**config.mk**
```make
export PLATFORM = sky130hd
export DESIGN_NAME = pid_loop
export DESIGN_NICKNAME = d
export VERILOG_FILES = /design/src/rtl/pid_loop_pkg.sv /design/src/rtl/pid_sat.sv /design/src/rtl/pid_loop.sv
export SDC_FILE = /design/constraint.sdc
export NUM_CORES = 2
export LEC_CHECK = 0
export BUFFER_PORTS_ARGS = -buffer_cell sky130_fd_sc_hd__buf_2
export CAP_MARGIN = 5
export CORE_MARGIN = 8
export CORE_UTILIZATION = 50
export DETAILED_ROUTE_END_ITERATION = 10
export HOLD_SLACK_MARGIN = 0.05
export PLACE_DENSITY_LB_ADDON = 0.25
export SYNTH_ARGS = -nofsm -noshare
export SYNTH_HDL_FRONTEND = slang
export SYNTH_HIERARCHICAL = 1
export SYNTH_SLANG_ARGS = --single-unit
```
**constraint.sdc**
```tcl
create_clock -name CLK_SYS -period 6.05 [get_ports CLK_SYS]
set_clock_uncertainty 0.1 [all_clocks]
set_input_delay 0.3025 -clock CLK_SYS [delete_from_list [all_inputs] [get_ports CLK_SYS]]
set_output_delay 0.3025 -clock CLK_SYS [all_outputs]
set_load 0.02 [all_outputs]
```
**src/rtl/pid_loop_pkg.sv**
```systemverilog
// pid_loop_pkg: shared FSM state type and accumulator width rule for pid_loop
package pid_loop_pkg;

    typedef enum logic [2:0] {IDLE, SAT, MUL, SUM, OUT} state_t;

    // Room for the P, I and D products (the D difference adds one bit) plus carries.
    function automatic int acc_w(input int err_w, input int gain_w);
        return err_w + gain_w + 3;
    endfunction

endpackage

```
**src/rtl/pid_sat.sv**
```systemverilog
// pid_sat: symmetric signed saturation of a wide value to +/-(2^(OUT_W-1)-1)
//   din  : signed IN_W-bit value (IN_W >= OUT_W)
//   dout : signed OUT_W-bit saturated value
module pid_sat #(
    parameter int IN_W  = 24,
    parameter int OUT_W = 16
) (
    input  logic signed [IN_W-1:0]  din,
    output logic signed [OUT_W-1:0] dout
);

    localparam logic signed [IN_W-1:0] MAX = {{(IN_W-OUT_W+1){1'b0}}, {(OUT_W-1){1'b1}}};
    localparam logic signed [IN_W-1:0] MIN = -MAX;

    assign dout = din > MAX ? MAX[OUT_W-1:0] : din < MIN ? MIN[OUT_W-1:0] : din[OUT_W-1:0];

endmodule

```
**src/rtl/pid_loop.sv**
```systemverilog
// pid_loop: five-state PID controller turning a phase error into a DAC/PWM duty
//   CLK_SYS, CLK_RST      : clock, asynchronous active-low reset
//   Measure_Phase/_Done   : signed phase sample and its one-cycle strobe
//   KP, KI, KD            : unsigned gains, captured with an accepted strobe
//   PWM_Duty, Duty_Valid  : duty output and its one-cycle update pulse
//   Led_Lock, Busy, Overrun : lock indicator, computation in progress, strobe dropped
//   Define PID_DERIV_EN to build the derivative (KD) term; otherwise KD is ignored.
module pid_loop
    import pid_loop_pkg::*;
#(
    parameter int PHASE_W     = 24,
    parameter int ERR_W       = 16,
    parameter int GAIN_W      = 16,
    parameter int OUT_W       = 16,
    parameter int FRAC_SH     = 8,
    parameter int INT_LIM     = 100,
    parameter int DUTY_CENTER = 32768,
    parameter int LOCK_THR    = 10,
    parameter int LOCK_CNT    = 16
) (
    input  logic               CLK_SYS,
    input  logic               CLK_RST,
    input  logic [PHASE_W-1:0] Measure_Phase,
    input  logic               Measure_Done,
    input  logic [GAIN_W-1:0]  KP,
    input  logic [GAIN_W-1:0]  KI,
    input  logic [GAIN_W-1:0]  KD,
    output logic [OUT_W-1:0]   PWM_Duty,
    output logic               Duty_Valid,
    output logic               Led_Lock,
    output logic               Busy,
    output logic               Overrun
);

    localparam int ACC_W = acc_w(ERR_W, GAIN_W);
    localparam int CNT_W = $clog2(LOCK_CNT + 1);
    localparam logic signed [ERR_W:0]   LIM_P  = (ERR_W+1)'(INT_LIM);
    localparam logic signed [ERR_W:0]   LIM_N  = -LIM_P;
    localparam logic signed [ERR_W-1:0] THR    = ERR_W'(LOCK_THR);
    localparam logic signed [ACC_W:0]   CENTER = (ACC_W+1)'(DUTY_CENTER);
    localparam logic [CNT_W-1:0]        CNT_MAX = CNT_W'(LOCK_CNT);

    state_t                    state;
    logic signed [PHASE_W-1:0] phase;
    logic [GAIN_W-1:0]         kp, ki;
    logic signed [ERR_W-1:0]   err, err_s, integ, integ_nxt, abs_err;
    logic signed [ERR_W:0]     isum;
    logic signed [ACC_W-1:0]   kp_x, ki_x, err_x, integ_x, prod_p, prod_i, acc, u;
    logic signed [ACC_W:0]     duty_raw;
    logic signed [OUT_W:0]     duty_sat;
    logic [OUT_W-1:0]          duty_nxt;
    logic [CNT_W-1:0]          lock_cnt, lock_nxt;

    pid_sat #(.IN_W(PHASE_W), .OUT_W(ERR_W)) u_err_sat (.din(phase), .dout(err_s));

    assign isum      = {integ[ERR_W-1], integ} + {err_s[ERR_W-1], err_s};
    assign integ_nxt = isum > LIM_P ? LIM_P[ERR_W-1:0] : isum < LIM_N ? LIM_N[ERR_W-1:0] : isum[ERR_W-1:0];

    // All products are formed at accumulator width so the sum needs no further extension.
    assign kp_x    = {{(ACC_W-GAIN_W){1'b0}}, kp};
    assign ki_x    = {{(ACC_W-GAIN_W){1'b0}}, ki};
    assign err_x   = {{(ACC_W-ERR_W){err[ERR_W-1]}}, err};
    assign integ_x = {{(ACC_W-ERR_W){integ[ERR_W-1]}}, integ};

`ifdef PID_DERIV_EN
    logic [GAIN_W-1:0]       kd;
    logic signed [ERR_W-1:0] err_prev;
    logic signed [ACC_W-1:0] kd_x, prev_x, prod_d;
    assign kd_x   = {{(ACC_W-GAIN_W){1'b0}}, kd};
    assign prev_x = {{(ACC_W-ERR_W){err_prev[ERR_W-1]}}, err_prev};
    assign acc    = prod_p + prod_i + prod_d;
`else
    logic unused_kd;
    assign unused_kd = ^KD;
    assign acc       = prod_p + prod_i;
`endif

    assign u        = acc >>> FRAC_SH;
    assign duty_raw = {u[ACC_W-1], u} + CENTER;

    // Symmetric saturation to OUT_W+1 signed bits, then negatives floor at zero.
    pid_sat #(.IN_W(ACC_W+1), .OUT_W(OUT_W+1)) u_duty_sat (.din(duty_raw), .dout(duty_sat));

    assign duty_nxt = duty_sat[OUT_W] ? '0 : duty_sat[OUT_W-1:0];
    assign abs_err  = err[ERR_W-1] ? -err : err;
    assign lock_nxt = abs_err <= THR ? (lock_cnt == CNT_MAX ? lock_cnt : lock_cnt + 1'b1) : '0;
    assign Overrun  = Measure_Done & Busy;

    // OUT-stage results are registered on entry to OUT so they are visible
    // during the Duty_Valid cycle, four cycles after the strobe.
    always_ff @(posedge CLK_SYS or negedge CLK_RST) begin
        if (!CLK_RST) begin
            state      <= IDLE;
            phase      <= '0;
            kp         <= '0;
            ki         <= '0;
            err        <= '0;
            integ      <= '0;
            prod_p     <= '0;
            prod_i     <= '0;
            lock_cnt   <= '0;
            PWM_Duty   <= OUT_W'(DUTY_CENTER);
            Duty_Valid <= 1'b0;
            Led_Lock   <= 1'b0;
            Busy       <= 1'b0;
`ifdef PID_DERIV_EN
            kd         <= '0;
            err_prev   <= '0;
            prod_d     <= '0;
`endif
        end else begin
            Duty_Valid <= 1'b0;
            case (state)
                IDLE: if (Measure_Done) begin
                    state <= SAT;
                    Busy  <= 1'b1;
                    phase <= Measure_Phase;
                    kp    <= KP;
                    ki    <= KI;
`ifdef PID_DERIV_EN
                    kd    <= KD;
`endif
                end
                SAT: begin
                    state <= MUL;
                    err   <= err_s;
                    integ <= integ_nxt;
                end
                MUL: begin
                    state  <= SUM;
                    prod_p <= kp_x * err_x;
                    prod_i <= ki_x * integ_x;
`ifdef PID_DERIV_EN
                    prod_d <= kd_x * (err_x - prev_x);
`endif
                end
                SUM: begin
                    state      <= OUT;
                    PWM_Duty   <= duty_nxt;
                    Duty_Valid <= 1'b1;
                    lock_cnt   <= lock_nxt;
                    Led_Lock   <= lock_nxt == CNT_MAX;
`ifdef PID_DERIV_EN
                    err_prev   <= err;
`endif
                end
                OUT: begin
                    state <= IDLE;
                    Busy  <= 1'b0;
                end
                default: begin
                    state <= IDLE;
                    Busy  <= 1'b0;
                end
            endcase
        end
    end

endmodule

```
## Word level (Yosys, flattened, before mapping)

Cells that the tools add are included.

| storage, ports and cells | value |
|---|---|
| bits in registers | 185 |
| word-level logic and storage cells | 54 |

| cells by class | value |
|---|---|
| $add $sub $neg | 5 |
| $mul | 2 |
| $lt $le $gt $ge | 7 |
| equal/unequal tests | 6 |
| muxes and demuxes | 15 |
| bitwise operators | 2 |
| reductions and logical operators | 4 |

Operators with widths:

| operator | count |
|---|---|
| $mux W16 | 6 |
| $mul A17 B16 Y33 | 2 |
| $add A35 B35 Y35 | 1 |
| $mux W17 | 2 |
| $add A27 B17 Y28 const B | 1 |
| $gt A28 B17 Y1 const B | 1 |
| $lt A28 B17 Y1 const B | 1 |
| $gt A24 B16 Y1 const B | 1 |
| $lt A24 B16 Y1 const B | 1 |
| $add A16 B16 Y17 | 1 |
| $gt A17 B8 Y1 const B | 1 |
| $lt A17 B8 Y1 const B | 1 |
| $le A16 B5 Y1 const B | 1 |
| $neg A16 Y16 | 1 |
| $pmux W3 S4 | 1 |
| $eq A5 B5 Y1 const B | 2 |
| $mux W5 | 2 |
| $eq A3 B2 Y1 const B | 2 |
| $add A5 B1 Y5 const B | 1 |
| $reduce_and A2 Y1 | 2 |
| $eq A3 B1 Y1 const B | 1 |
| $logic_not A3 Y1 | 1 |
| $mux W3 | 1 |
| $reduce_or A3 Y1 | 1 |
| other kinds (5) | 6 |

## Depth between registers and ports, before layout

| logic depth | value |
|---|---|
| depth after elaboration | 7 |
| gate-level depth with buffers | 26 |
| gate-level depth less buffers | 24 |

## Cells and area by module

Netlist, hierarchy kept.

By module, submodules not included:

| module | times used | cells each | area an instance (um2) |
|---|---|---|---|
| pid_loop | 1 | 2992 | 27057.2 |
| pid_sat at u_err_sat | 1 | 62 | 372.9 |
| pid_sat at u_duty_sat | 1 | 53 | 291.5 |

## Least setup slack after synthesis

No wires, ideal clock.

| timing | value |
|---|---|
| path type | flip-flop to flip-flop |
| from | register err[15] |
| to | register prod_p[32] |
| library setup time | 129 ps |
| arrival | 6460 ps |
| required time | 5821 ps |
| slack | -639 ps |
| stages on the path, launching flop included | 24 |
| buffers on the path | 2 |
| period minus slack after synthesis | 6689 ps |
| path through | dfrtp_1 > clkbuf_1 > clkinv_1 > clkbuf_1 > nor2_1 > fa_1 > fa_1 > fa_1 > fa_1 > fa_1 > inv_1 > fa_1 > inv_1 > ha_1 > a21o_1 > or3_1 > a31oi_1 > o21ai_1 > o211ai_2 > a31oi_1 > or4_1 > a31oi_1 > xnor2_1 > o21ai_1 |

| between the ends | value |
|---|---|
| longest elaborated chain between the ends | 1 |

Ends and longest elaborated chain:

| element | RTL line | text |
|---|---|---|
| from (decl) | pid_loop.sv:46 | `logic signed [ERR_W-1:0] err, err_s, integ, integ_nxt, abs_err;` |
| from (signal assigned) | pid_loop.sv:126 | `err <= err_s;` |
| $mul A17 B16 Y33 | pid_loop.sv:131 | `prod_p <= kp_x * err_x;` |
| to (signal assigned) | pid_loop.sv:131 |  |
| to (decl) | pid_loop.sv:48 | `logic signed [ACC_W-1:0] kp_x, ki_x, err_x, integ_x, prod_p, prod_i, acc, u;` |

No other way between the ends.
A chain may end at the register's enable or synchronous reset.

## Final worst setup path

| timing | value |
|---|---|
| from | register ki[10] |
| to | register prod_i[30] |

| between the ends | value |
|---|---|
| longest elaborated chain between the ends | 1 |

Ends and longest elaborated chain:

| element | RTL line | text |
|---|---|---|
| from (decl) | pid_loop.sv:45 | `logic [GAIN_W-1:0] kp, ki;` |
| from (signal assigned) | pid_loop.sv:96 | `ki <= '0;` |
| from (signal assigned) | pid_loop.sv:119 | `ki <= KI;` |
| $mul A17 B16 Y33 | pid_loop.sv:132 | `prod_i <= ki_x * integ_x;` |
| to (signal assigned) | pid_loop.sv:132 |  |
| to (decl) | pid_loop.sv:48 |  |

No other way between the ends.

==> reports/results.ini <==
[synthesis]
synthFlopType = dfrtp_1
synth_edf_count = 0
synth_cell_types = 94
yosys.area_share.simple_pct = 17.9
yosysMostFrequentCell = inv_1
syn-num-nets = 3867
ys_ff_latch = 181
ys_async_sr_fraction_pct = 100
synth-seq-area-share_pct = 16.3
yosys.area.top_type = fa_1
synth_top_area_share_pct = 28.1
syn_area_per_cell_um2 = 8.92
netlist_area_um2 = 27700
synth_xor_area_share_pct = 2.94
synthTopCellsByCount = 544 x inv_1, 423 x nand2_1, 389 x fa_1, 296 x ha_1, 231 x and2_1
netlist_instances = 3107
yosys_warnings = 6
synth.area.mux_share_pct = 2.81
ys_top_cells_by_area = fa_1 28%, dfrtp_1 16%, ha_1 13%
synth_top_family_by_area = adder cells
synthAdderAreaFrac_pct = 41.5
synth-compound-area-share_pct = 9.43

[min_path]
worstHoldPathType = in2async

[route]
drt_iter0_drc = 1324
firstDrtPassIters = 6
drt-vias-per-instance = 5.33
totalWireLength_um = 74100
drc = 0
wire_per_inst_um = 17.6
dr_total_vias = 22400
ant_nets = 0

[cts]
cts_buffers = 17
clock_sinks = 181
clock_path_buffers = 2
clk_pin_slew_ns = 0.08
clk-insertion-delay-late_ns = 0.49
cts_tree = built
h-tree-depth = 4
root_buffer = clkbuf_16

[floorplan]
rows = 86
io_pins = 95
die-area_um2 = 63200
start_util_pct = 50.4
die_h_um = 251
core_area_um2 = 55000
die_w_um = 251

[place]
dp_cells = 4054
placed_area_um2 = 30700
gp_congestion = 0.922
numPortBuffers = 78
dp_hpwl_um = 59600

[worst_setup_path]
rr_worst_depth = 21
worstSetupStartpointType = flip-flop
ff2ff_setup_slack_ns = -0.23
cp-end-kind = flip-flop
crit_buf_inv = 5
cp.required_ns = 6.31
path_max_fanout = 7
reg2reg_from = ki[10]$_DFFE_PN0P_
slowest_stage = fa_1
cpLargestDelayFamily = adder cells
reg2reg_to = prod_i[30]$_DFFE_PN0P_
worstPathCellList = buf_4 > buf_8 > buf_4 > nand2_1 > fa_1 > inv_1 > fa_1 > fa_1 > fa_1 > fa_1 > fa_1 > ha_1 > inv_1 > o211ai_1 > o31ai_4 > o21ai_2 > o21ai_2 > o21ai_2 > a21oi_2 > nor4bb_1 > or3_1
critical_path_class = reg2reg
cp_common_cell = fa_1
cp.arrival_ns = 6.55
slowest_delay_ns = 0.55

[timing]
fin_crit_ns = 6.28
tightest_slew_ns = 1.15
setup_viol_count_final = 11
fin_crit_sh_pct = 104
finalHoldViolCount = 0
hold_ws_ns = 0.243
relSlewSlack_pct = 22.8
maxSlewViolCount = 0
rsz0062_at_grt = true
fmax_mhz = 159
finalWorstSetupSlack_ns = -0.235

[run_status]
status = finished, violations left
violations = negative setup slack

[finish]
final_util_pct = 60.4
fin_nets = 4196
stdcell_count = 4197
multiInputGateArea_um2 = 21600
design_area_um2 = 33200
area_delta_synth_final_pct = 19.7
final-seq-area_um2 = 4590
fillCellCount = 4655
layout-drive-gt1-share_pct = 21.4

[flow_run]
drv_cap = 0

[grt]
grt_max_degree = 84
antenna_found_initial = 1
grt_pass1_vias = 24100
grt_pass1_wl_um = 124000
overflow = 0
track_usage_pct = 24.3

sequential cells by signal, indices dropped and copies added (netlist names):
register	cells
Busy	1
err	16
prod_p	33
kp	16
lock_cnt	5
Led_Lock	1
phase	24
state	3
integ	16
ki	16
Duty_Valid	1
PWM_Duty	16
prod_i	33
worst max-delay path by stage:
stage	slack (ns)	cells past startpoint	startpoint	to
final	-0.23	21	ki[10]$_DFFE_PN0P_	prod_i[30]$_DFFE_PN0P_
after global routing	-0.45	24	err[6]$_DFFE_PN0P_	prod_p[32]$_DFFE_PN0P_
after CTS	-0.24	22	integ[6]$_DFFE_PN0P_	prod_i[30]$_DFFE_PN0P_
after detailed placement	-0.47	22	err[6]$_DFFE_PN0P_	prod_p[31]$_DFFE_PN0P_
after global placement	-0.36	21	kp[5]$_DFFE_PN0P_	prod_p[32]$_DFFE_PN0P_
after floorplan	-0.07	24	err[4]$_DFFE_PN0P_	prod_p[32]$_DFFE_PN0P_
cell usage in the layout, fill, tap and decap left out, types with 81 or more instances in the layout:
cell / count
a21oi_1: 81
and2_1: 213
buf_4: 258
dfrtp_1: 133
fa_1: 372
ha_1: 263
inv_1: 513
nand2_1: 415
nor2_1: 105
o21ai_0: 93
layer usage:
metal	vias up	global-route usage, %	wire, µm
met5	-	0	0
met2	584	40.7	35700
met1	11100	31.0	31900
met4	0	9.54	2780
met3	145	4.32	3770
li1	10500	-	-
layout make-up:
type	instances	area share [%]
antenna	1	0.00754
clock buffer	17	1.28
clock inverter	14	0.426
inverter	546	6.19
multi-input combinational	2255	65.1
sequential	181	13.8
tap	748	2.82
timing repair buffer	435	10.4
per-stage QoR:
step / setup WS (ns) / TNS, ns
3_3_place_gp: -0.363 / -3.36
4_1_cts: -0.238 / -1.75
3_5_place_dp: -0.466 / -5.64
5_1_grt: -0.448 / -4.71
6_report: -0.235 / -1.40
2_1_floorplan: -0.0709 / -0.0709
cell families (layout without fill, tap and decap cells):
group / Yosys count / after routing
AND/OR/NAND/NOR: 1004 / 1004
flip-flops: 181 / 181
AO/OA/AOI/OAI: 404 / 404
buffers and inverters: 671 / 1012
adder cells (fa/ha/maj): 685 / 685
other: 0 / 1
XOR/XNOR: 93 / 93
multiplexers: 69 / 69
worst register-to-register path: stages (launching register included):
cell	delay, ns
dfrtp_1	0.41
buf_4	0.15
buf_8	0.10
buf_4	0.15
nand2_1	0.09
fa_1	0.55
inv_1	0.06
fa_1	0.55
fa_1	0.47
fa_1	0.53
fa_1	0.52
fa_1	0.49
ha_1	0.35
inv_1	0.11
o211ai_1	0.33
o31ai_4	0.16
o21ai_2	0.18
o21ai_2	0.09
o21ai_2	0.19
a21oi_2	0.08
nor4bb_1	0.13
or3_1	0.36
repair_timing:
action,CTS,global route
pin swaps,115,144
hold endpoints to repair,137,0
buffers inserted,36,26
hold buffers,58,0
setup endpoints to repair,26,34
gates resized for setup,152,118
Power is not shown: default switching activity piles up to over one toggle a cycle in this logic, so the estimate is an artifact.
